## config.mk

```make
export PLATFORM = sky130hd
export DESIGN_NAME = uart_autobaud_ctrl
export DESIGN_NICKNAME = d
export VERILOG_FILES = /design/src/rtl/uart_autobaud_ctrl.sv
export SDC_FILE = /design/constraint.sdc
export NUM_CORES = 1
export LEC_CHECK = 0
export BUFFER_PORTS_ARGS = -buffer_cell sky130_fd_sc_hd__buf_2
export CORE_ASPECT_RATIO = 1.2
export CORE_UTILIZATION = 25
export CTS_CLUSTER_DIAMETER = 200
export CTS_CLUSTER_SIZE = 10
export DETAILED_ROUTE_END_ITERATION = 16
export PLACE_DENSITY = 0.46
export RECOVER_POWER = 25
export SLEW_MARGIN = 25
export SYNTH_ARGS = -nofsm -noshare
export SYNTH_HDL_FRONTEND = slang
export SYNTH_SLANG_ARGS = --single-unit
```

## constraint.sdc

```tcl
create_clock -name Clk -period 6.5 [get_ports Clk]
set_input_delay 1.3 -clock Clk [delete_from_list [all_inputs] [get_ports Clk]]
set_output_delay 1.3 -clock Clk [all_outputs]
set_load 0.1 [all_outputs]
```

## src/rtl/uart_autobaud_ctrl.sv

```systemverilog
// Auto-baud controller for uart_brg: times a 0x55 sync character on Rxd and
// loads the derived fixed-point prescale, holding the BRG off while measuring.
module uart_autobaud_ctrl #(
  parameter int unsigned PRE_W          = 16,
  parameter int unsigned FRAC_W         = 4,
  parameter int unsigned RESET_PRESCALE = 868
) (
  input  logic             Clk,
  input  logic             Rst,
  input  logic             Start,
  input  logic             Rxd,
  output logic [PRE_W-1:0] Prescale,
  output logic             BrgEn,
  output logic             Busy,
  output logic             Done,
  output logic             Err
);

  localparam int unsigned ACC_W  = PRE_W + 2;
  localparam int unsigned SUM_W  = ACC_W + 1;
  localparam int unsigned SHIFT  = 6 - FRAC_W;
  localparam int unsigned RND_SH = (SHIFT == 0) ? 0 : SHIFT - 1;
  localparam logic [SUM_W-1:0] RND     = (SHIFT == 0) ? '0 : (SUM_W'(1) << RND_SH);
  localparam logic [SUM_W-1:0] MIN_NEW = SUM_W'(2) << FRAC_W;

  typedef enum logic [2:0] {
    S_IDLE,
    S_WAIT_IDLE,
    S_WAIT_START,
    S_MEASURE,
    S_APPLY
  } state_t;

  state_t             r_state;
  logic               r_rx_s1;
  logic               r_rx_s2;
  logic               r_rx_prev;
  logic [PRE_W-1:0]   r_cnt;
  logic [PRE_W-1:0]   r_i1;
  logic [1:0]         r_idx;
  logic [ACC_W-1:0]   r_acc;
  logic               r_bad;

  logic               w_fall;
  logic [PRE_W-1:0]   w_cnt_inc;
  logic               w_cnt_ovf;
  logic [PRE_W-1:0]   w_ref;
  logic [PRE_W-1:0]   w_diff;
  logic               w_mis;
  logic [ACC_W-1:0]   w_acc_nxt;
  logic [SUM_W-1:0]   w_sum;
  logic [SUM_W-1:0]   w_new_full;
  logic               w_low;
  logic               w_big;
  logic               w_reject;

  assign w_fall    = r_rx_prev & ~r_rx_s2;

  // w_cnt_inc is the spacing in cycles between the previous falling edge and this one
  assign w_cnt_inc = r_cnt + PRE_W'(1);
  assign w_cnt_ovf = &w_cnt_inc;

  // Every interval must lie within 25% of the first one
  assign w_ref     = (r_idx == 2'd0) ? w_cnt_inc : r_i1;
  assign w_diff    = (w_cnt_inc >= w_ref) ? (w_cnt_inc - w_ref) : (w_ref - w_cnt_inc);
  assign w_mis     = w_diff > (w_ref >> 2);

  // T8 spans eight bit times; rounding shift leaves FRAC_W fraction bits of the 8x period
  assign w_acc_nxt  = r_acc + ACC_W'(w_cnt_inc);
  assign w_sum      = SUM_W'(w_acc_nxt) + RND;
  assign w_new_full = w_sum >> SHIFT;
  assign w_low      = w_new_full < MIN_NEW;
  assign w_big      = (w_new_full >> PRE_W) != '0;
  assign w_reject   = r_bad | w_mis | w_low | w_big;

  always_ff @(posedge Clk) begin
    if (Rst) begin
      r_state   <= S_IDLE;
      r_rx_s1   <= 1'b1;
      r_rx_s2   <= 1'b1;
      r_rx_prev <= 1'b1;
      r_cnt     <= '0;
      r_i1      <= '0;
      r_idx     <= '0;
      r_acc     <= '0;
      r_bad     <= 1'b0;
      Prescale  <= PRE_W'(RESET_PRESCALE);
      BrgEn     <= 1'b1;
      Busy      <= 1'b0;
      Done      <= 1'b0;
      Err       <= 1'b0;
    end else begin
      r_rx_s1   <= Rxd;
      r_rx_s2   <= r_rx_s1;
      r_rx_prev <= r_rx_s2;
      Done      <= 1'b0;
      Err       <= 1'b0;

      case (r_state)
        S_IDLE, S_APPLY: begin
          r_state <= S_IDLE;
          if (Start) begin
            r_state <= S_WAIT_IDLE;
            BrgEn   <= 1'b0;
            Busy    <= 1'b1;
          end
        end

        S_WAIT_IDLE: begin
          if (r_rx_s2) begin
            r_state <= S_WAIT_START;
          end
        end

        S_WAIT_START: begin
          if (w_fall) begin
            r_cnt   <= '0;
            r_idx   <= '0;
            r_acc   <= '0;
            r_bad   <= 1'b0;
            r_state <= S_MEASURE;
          end
        end

        S_MEASURE: begin
          r_cnt <= w_cnt_inc;
          if (w_cnt_ovf) begin
            r_state <= S_APPLY;
            BrgEn   <= 1'b1;
            Busy    <= 1'b0;
            Err     <= 1'b1;
          end else if (w_fall) begin
            r_cnt <= '0;
            r_acc <= w_acc_nxt;
            r_idx <= r_idx + 2'd1;
            r_bad <= r_bad | w_mis;
            if (r_idx == 2'd0) begin
              r_i1 <= w_cnt_inc;
            end
            if (r_idx == 2'd3) begin
              r_state <= S_APPLY;
              BrgEn   <= 1'b1;
              Busy    <= 1'b0;
              if (w_reject) begin
                Err <= 1'b1;
              end else begin
                Done     <= 1'b1;
                Prescale <= w_new_full[PRE_W-1:0];
              end
            end
          end
        end

        default: r_state <= S_IDLE;
      endcase
    end
  end

endmodule

```

; ---- Word-level counts from Yosys, hierarchy flattened
; Cells that the tools add are included.
[word_totals]
output_inout_bits = 20
word_cells = 99
ff_bits = 79
[op_classes]
n_eq_ne = 12
n_bitwise = 10
addsub = 6
n_reduce_logical = 14
n_mux = 40
n_lt_le_gt_ge = 3
[op_table]
columns = op, count
row1 = $mux 16, 5
row2 = $mux 18, 3
row3 = $pmux 18 s2, 1
row4 = $pmux 16 s2, 1
row5 = $sub 16x16->16, 2
row6 = $add 18x2->19 const B, 1
row7 = $add 18x16->18, 1
row8 = $lt 17x6->1 const B, 1
row9 = $mux 1, 17
row10 = $add 16x1->16 const B, 1
row11 = $ge 16x16->1, 1
row12 = $gt 16x14->1, 1
row13 = $reduce_and 16->1, 1
row14 = $mux 3, 5
row15 = $pmux 3 s4, 1
row16 = $reduce_and 4->1, 3
row17 = $ne 2x2->1 const B, 5
row18 = $eq 3x2->1 const B, 2
row19 = $mux 2, 3
row20 = $ne 3x3->1 const B, 2
row21 = $not 1->1, 6
row22 = $pmux 1 s2, 3
row23 = $reduce_and 5->1, 1
row24 = $reduce_or 5->1, 1
row25 = other kinds (13), 17

; ---- Depth between registers and ports, before layout
[depth]
word_depth = 12
ltp_mapped = 34
mapped_depth_nobuf = 28

; ---- Worst setup path after synthesis
; Ideal clock, no wire load.
[synth_timing]
path_type = reg-to-reg
startpoint = register r_idx[0]
endpoint = register Prescale[5]
synth_period_minus_slack_ns = 6.910
n_path_buf = 6
path_slack_ns = -0.410
arrival_ns = 6.787
path_stages_with_launch = 30
cell_sequence = dfxtp_1 inv_1 ha_1 clkbuf_1 clkbuf_1 buf_1 nor2_1 a21oi_1 inv_1 ha_1 or3_1 or2_2 o22a_1 nor2_1 nor4_1 nor3_1 buf_2 buf_1 clkbuf_1 a21oi_1 xor2_1 ha_1 nand4_1 or2_2 o32a_1 a221o_1 a221oi_1 nand3_1 nor2_4 mux2_1
[synth_via]
elab_chain_cells = 10
[synth_rtl]
columns = element, line
row1 = from (decl), 40  ; logic [1:0] r_idx;
row2 = from (signal assigned), 135  ; r_idx <= r_idx + 2'd1;
row3 = $logic_not 2->1 *, 64  ; assign w_ref = (r_idx == 2'd0) ? w_cnt_inc : r_i1;
row4 = $mux 16 *, -
row5 = via w_ref[4], 47  ; logic [PRE_W-1:0] w_ref;
row6 = $sub 16x16->16 or $ge 16x16->1 (tied branches), 65  ; assign w_diff = (w_cnt_inc >= w_ref) ? (w_cnt_inc - w_ref) : (w_ref - w_cnt_inc);
row7 = $mux 16, 65
row8 = $gt 16x14->1 *, 66  ; assign w_mis = w_diff > (w_ref >> 2);
row9 = $or 1x1->1 * (3 in series), 74  ; assign w_reject = r_bad | w_mis | w_low | w_big;
row10 = $not 1->1 (no source line) *, -
row11 = $reduce_and 5->1 (no source line) *, -
row12 = to (signal assigned), 87  ; Prescale <= PRE_W'(RESET_PRESCALE);
row13 = to (signal assigned), 148  ; Prescale <= w_new_full[PRE_W-1:0];
row14 = to (decl), 12  ; output logic [PRE_W-1:0] Prescale,
; The timed path passes the listed nets; every way through them passes the cells marked *.
; A chain may end at the register's enable or synchronous reset.

; ---- Worst setup path after layout
[layout_timing]
startpoint = register r_cnt[1]
endpoint = register Prescale[15]
[layout_via]
elab_chain_cells = 10
[layout_rtl]
columns = element, line
row1 = from (decl), 38  ; logic [PRE_W-1:0] r_cnt;
row2 = from (signal assigned), 126  ; r_cnt <= w_cnt_inc;
row3 = $add 16x1->16 *, 60  ; assign w_cnt_inc = r_cnt + PRE_W'(1);
row4 = $mux 16 *, -
row5 = via w_ref[6], 47
row6 = $sub 16x16->16 or $ge 16x16->1 (tied branches), 65
row7 = $mux 16, 65
row8 = $gt 16x14->1 *, 66
row9 = $or 1x1->1 * (3 in series), 74
row10 = $not 1->1 (no source line) *, -
row11 = $reduce_and 5->1 (no source line) *, -
; Marks and branches as above.

==> reports/qor.yml <==
placement.io_buffers: 23
syn_nets: 991
core_sq_um: 27920
cts_buffer_depth: 2
p_total_mw: 1.495
combPwrFrac_pct: 29.5
place_congestion: 0.8139
syn_to_final_growth_pct: 17.53
initial_core_util_pct: 25.34
most-common-layout-cells: "99 x a21oi_1, 98 x nor2_1, 73 x dfxtp_1"
first_pass_iters: 5
worst_ep_required_time_ns: 6.78
p_leak_nw: 3.284
cp_max_fo: 12
grt_first_pass_wirelength_mm: 35.20
vias: 6773
violations: "capacitance limit, slew limit"
async_flop_share_pct: 0
met3WireLength_um: 388
p_seq_share_pct: 33.1
wl_met2_mm: 10.73
wl_mm: 21.61
detailed_place.area_sq_um: 7875
p_per_area_nw_per_um2: 179.8
drc: 0
p_clk_share_pct: 37.4
ys.flop_type: "dfxtp_1"
finish.instance_area_sq_um: 8314
final_layout_size_suffix_gt1_share_pct: 15.39
gr-total-overflow: 0
setup-tns-final_ns: 0
yosysUniqueCellTypes: 97
clk_latency_ns: 0.35
seq_area_frac_synth_pct: 22.36
tritoncts: "done"
cp.arrival_ns: 6.43
viasPerCell: 5.028
dp_hpwl_mm: 16.96
num_rows: 67
die_y_um: 186.3
antenna_found_initial: 0
synth_edf_count: 0
synth_seq_cells: 79
yosysWarnings: 0
cap_violations: 1
crit_slowest_cell: "or4_4"
slew_viol_final: 45
avgSynthCellArea_sq_um: 7.673
die_area_sq_um: 28980
hold_violations: 0
syn_inst: 922
final_nets: 1032
grt_pass1_vias: 6500
period_share_pct: 94.59
maxSlewHeadroom_pct: -43.85
clk_pin_slew_ns: 0.07
period_needed_ns: 6.149
antenna_left: 0
clock_sinks: 79
finClkSkew_ns: 0.008951
fin_cells: 1347
grt_max_degree: 45
wl_per_cell_um: 16.05
die_w_um: 155.6
tightest_slew_ns: 2.158
cp_slowest_stage_delay_ns: 0.54
syn-cell-area_sq_um: 7074
swShare_pct: 32.50
hold_buffers: 0
cp-end-kind: "register"
num_antenna_cells: 0
power.internal_mw: 1.009
cts_htree_levels: 3
grtUsageTotal_pct: 15.46
status: "finished, violations left"
dp.cells: 1330
max_freq_mhz: 162.6
ir_drop_uv: 195.2
switchingPower_uw: 486.0
root_buffer: "clkbuf_16"
setup_viol: 0
crit_path_start_kind: "register"
cts_buffers: 9
pin_count: 24
min_path_type: "register to register"
met1Wirelength_mm: 10.25
top_layer_used: "met4"
layout_commonest_cell: "a21oi_1"
critPathKind: "register to register"
drt_iter0_drc: 322
[cell type report]
class / count / area [sq um]
fill: 3053 / 19600
sequential: 79 / 1594
multi-input combinational: 743 / 5233
clock buffer: 11 / 232.7
inverter: 54 / 205.2
clock inverter: 5 / 81.33
tap: 379 / 474.2
timing repair buffer: 76 / 494.2
[flip-flops by register name, summed over array words and instances, names as in the netlist]
signal	cells
r_acc	18
Prescale	16
r_cnt	16
r_i1	16
r_state	3
r_idx	2
BrgEn	1
Busy	1
Done	1
Err	1
r_bad	1
r_rx_prev	1
r_rx_s1	1
r_rx_s2	1
[path summary, 6_finish.rpt]
kind                                             from                        end  slack [ns]  cells past startpoint
worst max-delay path            r_cnt[1]$_SDFFE_PP0P_  Prescale[15]$_SDFFE_PP0P_        0.35                     31
worst min-delay path               r_rx_s1$_SDFF_PP1_         r_rx_s2$_SDFF_PP1_        0.41                      1
worst max register to register  r_cnt[1]$_SDFFE_PP0P_  Prescale[15]$_SDFFE_PP0P_        0.35                     31
worst min register to register     r_rx_s1$_SDFF_PP1_         r_rx_s2$_SDFF_PP1_        0.41                      1
[what timing repair did]
action	4_1_cts	5_1_grt
buffers inserted	0	1
pin swaps	1	6
endpoints found under the setup margin	15	19
gates resized for setup	4	31
[per-stage QoR]
step,setup WS [ns],util [%],hold WS (ns)
5_1_grt,-0.01846,29.78,0.4496
4_1_cts,0.0004801,29.38,0.4142
6_report,0.3514,29.78,0.4122
3_5_place_dp,-0.1528,28.21,0.3963
3_3_place_gp,0.01340,28.21,0.3904
2_1_floorplan,0.001803,-,0.3895
[logic make-up after synthesis]
family / count (synthesis) / synth area share [%]
compound gates: 293 / 28.69
xor+xnor: 49 / 6.367
fa+ha+maj: 67 / 12.10
buf+inv: 100 / 5.589
flops: 79 / 22.36
mux: 16 / 2.352
simple gates: 318 / 22.55
[power groups by stage]
stage | logic (mW) | registers [mW] | clock network [mW]
floorplan | 0.260 | 0.519 | 0
global placement | 0.424 | 0.506 | 0
detailed placement | 0.419 | 0.506 | 0
CTS | 0.427 | 0.495 | 0.580
global route | 0.486 | 0.496 | 0.598
finish | 0.441 | 0.495 | 0.559
[worst max-delay path, delay by kind of cell (launching register included)]
| family | cells | cell delay, ns |
|---|---|---|
| flops | 1 | 0.37 |
| compound gates | 10 | 1.88 |
| simple gates | 13 | 2.43 |
| fa+ha+maj | 3 | 0.62 |
| buf+inv | 4 | 0.61 |
| xor+xnor | 1 | 0.16 |
[synthesized netlist by cell type (12+ instances only)]
cell,number,area share [%]
nand2b_1,12,1.1
xnor2_1,25,3.1
clkbuf_1,35,1.9
nand2_1,71,3.8
o21ai_0,26,1.8
nand4_1,13,1.1
a21o_1,20,2.1
a21oi_1,105,7.4
nor3_1,24,1.7
dfxtp_1,79,22
a31oi_1,14,1.2
ha_1,62,11
inv_1,53,2.8
a22oi_1,20,2.1
xor2_1,22,2.7
nand3_1,25,1.8
nor2_1,100,5.3
[metal layers]
| metal | global-route usage [%] | vias to the layer above |
|---|---|---|
| met3 | 1.576 | 15 |
| met1 | 19.85 | 3235 |
| met4 | 3.882 | 0 |
| li1 | - | 3435 |
| met5 | 0 | - |
| met2 | 27.57 | 88 |
(Power assumes the default switching activity.)
